**src/rtl/piso_shift_tx_if.sv**
```systemverilog
// piso_shift_tx_if: load handshake (load_valid/load_ready/din) and serial output (q/frame/done) of the PISO transmitter
interface piso_shift_tx_if #(parameter int WIDTH = 8);
  logic load_valid;
  logic load_ready;
  logic [WIDTH-1:0] din;
  logic q;
  logic frame;
  logic done;
  modport master (output load_valid, din, input load_ready, q, frame, done);
  modport slave (input load_valid, din, output load_ready, q, frame, done);
endinterface

```
**src/rtl/piso_shift_tx.sv**
```systemverilog
// piso_shift_tx: MSB-first PISO transmitter; clk, rst_n (async low), enable (freezes shifter), bus.slave (load_valid/din in, load_ready/q/frame/done out)
module piso_shift_tx #(
  parameter int WIDTH = 8,
  parameter int CNT_W = $clog2(WIDTH)
) (
  input  logic clk,
  input  logic rst_n,
  input  logic enable,
  piso_shift_tx_if.slave bus
);
  typedef enum logic {IDLE, SHIFT} state_t;
  state_t state, state_nx;
  logic [WIDTH-1:0] shreg;
  logic [CNT_W-1:0] cnt;
  logic accept, step, last;
  assign accept = bus.load_valid && bus.load_ready;
  assign step = enable && state == SHIFT && cnt != '0;
  // last bit has had its full cycle on q: word completes on this edge
  assign last = enable && state == SHIFT && cnt == '0;
  always_ff @(posedge clk or negedge rst_n)
    if (!rst_n) state <= IDLE;
    else state <= state_nx;
  always_comb state_nx = accept ? SHIFT : last ? IDLE : state;
  always_comb bus.load_ready = rst_n && enable && (state == IDLE || cnt == '0);
  always_ff @(posedge clk or negedge rst_n)
    if (!rst_n) begin
      shreg <= '0;
      cnt <= '0;
      bus.q <= 1'b0;
      bus.frame <= 1'b0;
      bus.done <= 1'b0;
    end else begin
      bus.done <= last;
      if (accept) begin
        shreg <= bus.din;
        bus.q <= bus.din[WIDTH-1];
        bus.frame <= 1'b1;
        cnt <= CNT_W'(WIDTH - 1);
      end else if (step) begin
        shreg <= shreg << 1;
        bus.q <= shreg[WIDTH-2];
        cnt <= cnt - CNT_W'(1);
      end else if (last) begin
        bus.q <= 1'b0;
        bus.frame <= 1'b0;
      end
    end
endmodule

```
**src/flat_wrapper.sv**
```systemverilog
// flat-port wrapper written by rule: the top's interface ports become plain ports
module piso_shift_tx_flat 
#(
  parameter int WIDTH = 8,
  parameter int CNT_W = $clog2(WIDTH)
)
  (clk, rst_n, enable, bus_load_valid, bus_din, bus_load_ready, bus_q, bus_frame, bus_done);
  piso_shift_tx_if #(.WIDTH(WIDTH)) bus_i ();
  input  logic clk;
  input  logic rst_n;
  input  logic enable;
  input wire logic [$bits(bus_i.load_valid)-1:0] bus_load_valid;
  input wire logic [$bits(bus_i.din)-1:0] bus_din;
  output wire logic [$bits(bus_i.load_ready)-1:0] bus_load_ready;
  output wire logic [$bits(bus_i.q)-1:0] bus_q;
  output wire logic [$bits(bus_i.frame)-1:0] bus_frame;
  output wire logic [$bits(bus_i.done)-1:0] bus_done;
  assign bus_i.load_valid = bus_load_valid;
  assign bus_i.din = bus_din;
  assign bus_load_ready = bus_i.load_ready;
  assign bus_q = bus_i.q;
  assign bus_frame = bus_i.frame;
  assign bus_done = bus_i.done;
  piso_shift_tx #(.WIDTH(WIDTH), .CNT_W(CNT_W)) u_core (.clk(clk), .rst_n(rst_n), .enable(enable), .bus(bus_i));
endmodule
```
**config.mk**
```make
export PLATFORM = sky130hd
export DESIGN_NAME = piso_shift_tx_flat
export DESIGN_NICKNAME = d
export VERILOG_FILES = /design/src/rtl/piso_shift_tx_if.sv /design/src/rtl/piso_shift_tx.sv /design/src/flat_wrapper.sv
export SDC_FILE = /design/constraint.sdc
export NUM_CORES = 1
export LEC_CHECK = 0
export CORE_MARGIN = 1
export CORE_UTILIZATION = 44
export CTS_CLUSTER_DIAMETER = 150
export DETAILED_ROUTE_END_ITERATION = 8
export HOLD_SLACK_MARGIN = 0.05
export PLACE_DENSITY = 0.68
export SETUP_SLACK_MARGIN = 0.1
export SLEW_MARGIN = 20
export SYNTH_ARGS = -nofsm -noshare
export SYNTH_HDL_FRONTEND = slang
export SYNTH_SLANG_ARGS = --single-unit
```
**constraint.sdc**
```tcl
create_clock -name clk -period 4.3 [get_ports clk]
set_clock_uncertainty 0.05 [all_clocks]
set_input_delay 0.86 -clock clk [delete_from_list [all_inputs] [get_ports clk]]
set_output_delay 0.86 -clock clk [all_outputs]
set_load 0.01 [all_outputs]
```
==> impl_metrics.csv, run 1 <==
group,metric,value,unit
outcome,status,"finished, final reports clean",
sta,whs,435.9,ps
critical_path,r2r_end,"u_core.shreg[0]$_DFFE_PN0P_",
flow_run,maxCapViolations,0,
place,place_inst,87,
place,place_ws,1096,ps
worst_hold_path,whs_path_depth,2,
synth,ys_types,22,
critical_path,worstPathArrival,2280,ps
place,dp_hpwl,813,µm
floorplan,core_area,1350,µm²
floorplan,die_x,40.90,µm
critical_path,crit_fanout,18,
critical_path,crit_required,3390,ps
grt,grt_use_total,0.1737,
critical_path,worstSetupPathType,"input port to primary output",
synth,syn_area,665.6,µm²
sta,setup_slack,1108,ps
critical_path,crit_path_start_kind,"input port",
critical_path,critPathLaunch,"rst_n",
synth,synth_area_leader_cell,"dfrtp_1",
floorplan,start_util,0.4930,
drt,drt_iter0_markers,14,
clocking,clk_pin_slew,80,ps
sta,clock.fmax,313.3,MHz
synth,synthCells,58,
grt,grt_overflow,0,
pwr,power_density,502.3,nW/µm²
sta,tightest_slew,335.1,ps
clocking,clockRootBuffer,"clkbuf_4",
synth,synth_area_per_cell,11.48,µm²
critical_path,reg2reg_from,"u_core.cnt[0]$_DFFE_PN0P_",
synth,synth-seq-area-share,0.5263,
clocking,htreeDepth,1,
worst_hold_path,min_to,"u_core.bus.frame$_DFFE_PN0P_",
worst_hold_path,hp-class,"register to register",
clocking,cts_tree,"built",
synth,yosys_warnings,0,
grt,grt_max_degree,19,
drt,dr_total_vias,476,
grt,grt_pass1_wl,1.800,mm
sta,grt_setup_unrepaired,"no",
place,gp_congestion,0.6617,
critical_path,cp-end-kind,"primary output",
sta,max_slew_margin,0.7759,
finish,final_cells,90,
critical_path,rrSetupSlack,2520,ps
critical_path,reg2reg_depth,6,
sta,finalSetupViolations,0,
clocking,cts.sinks,14,
finish,final_cell_mix,"15 x clkdlybuf4s50_1, 14 x dfrtp_1, 6 x nand2_1, 6 x and2_1, 6 x a221o_1",
floorplan,die_y,40.90,µm
drt,drtAntennaViolNets,0,
synth,synth_nets,72,
grt,antenna_found_initial,0,
finish,num-nets-final,91,
finish,final_common_cell,"clkdlybuf4s50_1",
drt,post_drt_wl_per_cell,12.70,µm
pwr,leakage,0.4275,nW
sta,totalNegativeSetupSlack,0,ps
clocking,clk_latency,270,ps
drt,drc_errors,0,
grt,grt_pass1_vias,418,
worst_hold_path,min-delay-start,"u_core.bus.frame$_DFFE_PN0P_",
drt,first_pass_iters,4,
drt,wirelength,1.143,mm
clocking,max-clock-path-buffers,2,
floorplan,ios,16,
finish,areaGrowthSynthToFinish,27.44,%
synth,synth_top_area_share,0.5263,
clocking,postCtsHoldBufs,0,
clocking,numCtsBuffers,3,
finish,antennaDiodeCount,0,
floorplan,die_area,1672,µm²
place,portBuffers,15,
pwr,vdd_drop_max,0.0002534,V
synth,yosys_register_bits,14,
synth,synth_area_leaders,"dfrtp_1 53%, a221o_1 9.0%, and2_1 5.6%, ha_1 3.8%, nand2_1 3.4%",
sta,report.final.slew_viol_count,0,
floorplan,num_rows,13,
sta,period_share,0.7422,
sta,min_period,3192,ps
finish,drive_gt1_frac,0.1467,
clocking,ctsResizeCount,0,
drt,avgViaCountPerCell,5.289,
sta,hold_viol,0,
finish,nFillCells,121,
clocking,post-cts-setup-buffers,0,
[flip-flops by register name (all words and copies together), names as in the netlist]
signal and count:
u_core.bus.q 1, u_core.shreg 7, u_core.bus.done 1, u_core.cnt 3, u_core.bus.frame 1, u_core.state 1
[metrics by stage]
stage	area (µm²)	utilization	power [mW]
global route	848.3	0.6284	0.4623
global placement	825.8	0.6117	0.3566
floorplan	665.6	-	0.3082
CTS	848.3	0.6284	0.4334
finish	848.3	0.6284	0.4261
detailed placement	825.8	0.6117	0.3606
[critical path: stages]
cell and delay, ps:
clkdlybuf4s50_1 460, buf_4 240, and3_2 200, clkdlybuf4s50_1 520
[power breakdown]
part	switching, mW	internal [mW]	leakage, nW
clock network	0.0396	0.0324	0.0138
logic	0.0650	0.0845	0.239
registers	0.0256	0.179	0.175
[layout make-up]
class                      instances  area (µm²)  share of cell area
clock buffer                       3       22.52             0.02655
inverter                           5       18.77             0.02212
multi-input combinational         37       280.3              0.3304
sequential                        14       350.3              0.4130
tap                               15       18.77             0.02212
timing repair buffer              16       157.7              0.1858
[Yosys cell counts (all sizes together)]
cell,number
and3,1
nand2b,1
mux2i,2
mux2,1
buf,2
nand3,1
and4b,1
and2,6
inv,5
nor2,2
nand4,1
and4,1
a21oi,1
nand2,6
a22oi,2
a21bo,1
and3b,1
a221o,6
ha,2
nor2b,1
dfrtp,14
[layer usage]
metal,global-route usage,vias to the layer above,share of wire
met4,0.1250,0,0.010
li1,-,239,-
met5,0,-,0
met3,0.04891,2,0.048
met1,0.2302,222,0.50
met2,0.2383,13,0.44
[worst max-delay path by stage]
stage	endpoint	slack [ps]
finish	bus_load_ready	1110
floorplan	bus_load_ready	2240
detailed placement	bus_load_ready	1100
CTS	bus_load_ready	1090
global route	bus_load_ready	1020
global placement	bus_load_ready	1100
[kinds of logic (layout without fill, tap and decap cells)]
family,after synthesis,in the layout,share of synthesized area
buf+inv,7,24,0.05263
flops,14,14,0.5263
fa+ha+maj,2,2,0.03759
simple gates,22,22,0.2011
compound gates,10,10,0.1353
mux,3,3,0.04699
No activity file was read; power rests on OpenSTA's default activity.
==> run 2, diff against run 1 <==
==> constraint.sdc (replaced) <==
create_clock -name clk -period 3.25 [get_ports clk]
set_clock_uncertainty 0.05 [all_clocks]
set_input_delay 0.65 -clock clk [delete_from_list [all_inputs] [get_ports clk]]
set_output_delay 0.65 -clock clk [all_outputs]
set_load 0.01 [all_outputs]
==> impl_metrics.csv, run 2 (synthesized netlist as in run 1, its figures left out) <==
group,metric,value,unit
clocking,clockRootBuffer,"clkbuf_4",
clocking,cts_tree,"built",
critical_path,crit_fanout,8,
place,gp_congestion,0.6341,
grt,grt_use_total,0.1794,
pwr,pwr-share-comb,0.362,
drt,avgViaCountPerCell,5.411,
place,place_inst,87,
floorplan,core_area,1350,µm²
clocking,htreeDepth,1,
floorplan,die_area,1672,µm²
pwr,vdd_drop_max,0.0003550,V
sta,max_slew_margin,0.7704,
grt,grt_max_degree,18,
clocking,numCtsBuffers,3,
finish,regMostFlops,"u_core.shreg",
pwr,p_int,392.9,µW
clocking,ctsResizeCount,0,
drt,post_drt_wl_per_cell,14.24,µm
critical_path,crit_required,2550,ps
pwr,swShare,0.3149,
critical_path,crit_path_start_kind,"input port",
clocking,postCtsHoldBufs,0,
place,place_ws,587.4,ps
drt,first_pass_iters,4,
sta,setup_slack,578.8,ps
finish,final_cells,90,
critical_path,cp-end-kind,"primary output",
pwr,power_density,676.0,nW/µm²
sta,finalSetupViolations,0,
drt,drtAntennaViolNets,0,
critical_path,worstSetupPathType,"input port to primary output",
finish,num-nets-final,91,
drt,drt_iter0_markers,10,
worst_hold_path,hp-class,"register to register",
sta,totalNegativeSetupSlack,0,ps
clocking,cts.sinks,14,
grt,grt_pass1_wl,1.849,mm
sta,clock.fmax,374.4,MHz
place,dp_hpwl,884.8,µm
finish,antennaDiodeCount,0,
sta,tightest_slew,343.4,ps
outcome,status,"finished, final reports clean",
sta,grt_setup_unrepaired,"no",
grt,grt_pass1_vias,410,
sta,min_period,2671,ps
pwr,p_sw,180.6,µW
pwr,leakage,0.4275,nW
pwr,p_clk_frac,0.165,
finish,reg.largest.list,"u_core.shreg (7), u_core.cnt (3)",
sta,period_share,0.8219,
finish,drive_gt1_frac,0.1467,
pwr,seqPwrFrac,0.473,
sta,report.final.slew_viol_count,0,
flow_run,maxCapViolations,0,
clocking,clk_pin_slew,70,ps
drt,wirelength,1.282,mm
floorplan,die_y,40.90,µm
finish,areaGrowthSynthToFinish,27.44,%
finish,final_common_cell,"clkdlybuf4s50_1",
drt,drc_errors,0,
finish,largest_register_ffs,7,
grt,antenna_found_initial,0,
clocking,max-clock-path-buffers,2,
finish,final_cell_mix,"15 x clkdlybuf4s50_1, 14 x dfrtp_1, 6 x nand2_1, 6 x and2_1, 6 x a221o_1",
sta,hold_viol,0,
clocking,post-cts-setup-buffers,0,
clocking,clk_latency,270,ps
critical_path,rrSetupSlack,1440,ps
floorplan,ios,16,
place,portBuffers,15,
floorplan,die_x,40.90,µm
critical_path,worstPathArrival,1970,ps
grt,grt_overflow,0,
floorplan,start_util,0.4930,
floorplan,num_rows,13,
drt,dr_total_vias,487,
-- run 2: critical path, cell delays in order --
cell and delay (ps):
clkdlybuf4s50_1 590, and3_2 210, clkdlybuf4s50_1 520
-- run 2: path summary, 6_finish.rpt --
| kind | end | depth (start not counted) | from |
|---|---|---|---|
| worst max-delay path | bus_load_ready | 3 | enable |
| worst min-delay path | u_core.bus.frame$_DFFE_PN0P_ | 2 | u_core.bus.frame$_DFFE_PN0P_ |
| worst max register to register | u_core.shreg[0]$_DFFE_PN0P_ | 6 | u_core.cnt[0]$_DFFE_PN0P_ |
| worst min register to register | u_core.bus.frame$_DFFE_PN0P_ | 2 | u_core.bus.frame$_DFFE_PN0P_ |
| max in group asynchronous | u_core.bus.done$_DFF_PN0_ | 2 | rst_n |
| min in group asynchronous | u_core.shreg[6]$_DFFE_PN0P_ | 2 | rst_n |
-- run 2: metrics by stage --
step                hold WS [ps]  cell area [µm²]  total power [mW]  utilization
CTS                        441.0            848.3            0.5839       0.6284
floorplan                  304.4            665.6            0.4078            -
global route               479.4            848.3            0.6113       0.6284
finish                     434.3            848.3            0.5735       0.6284
global placement           411.5            825.8            0.4714       0.6117
detailed placement         422.7            825.8            0.4829       0.6117
-- run 2: final cells by class --
cell class	instances	area, µm²
Sequential cell	14	350.3
Inverter	5	18.77
Timing Repair Buffer	16	157.7
Fill cell	130	501.7
Multi-Input combinational cell	37	280.3
Tap cell	15	18.77
Clock buffer	3	22.52
-- run 2: power by group through the flow --
stage | registers (mW) | logic [mW] | clock network [mW]
after global routing | 0.279 | 0.228 | 0.104
final | 0.271 | 0.207 | 0.0948
after detailed placement | 0.275 | 0.207 | 0
after global placement | 0.271 | 0.200 | 0
after CTS | 0.271 | 0.213 | 0.100
after floorplan | 0.271 | 0.137 | 0
-- run 2: metal layers --
| metal | GRT usage | vias up | routed length (µm) |
|---|---|---|---|
| li1 | - | 242 | - |
| met5 | 0 | - | 0 |
| met4 | 0.1250 | 0 | 12 |
| met1 | 0.2405 | 234 | 630 |
| met2 | 0.2578 | 9 | 600 |
| met3 | 0.03261 | 2 | 38 |
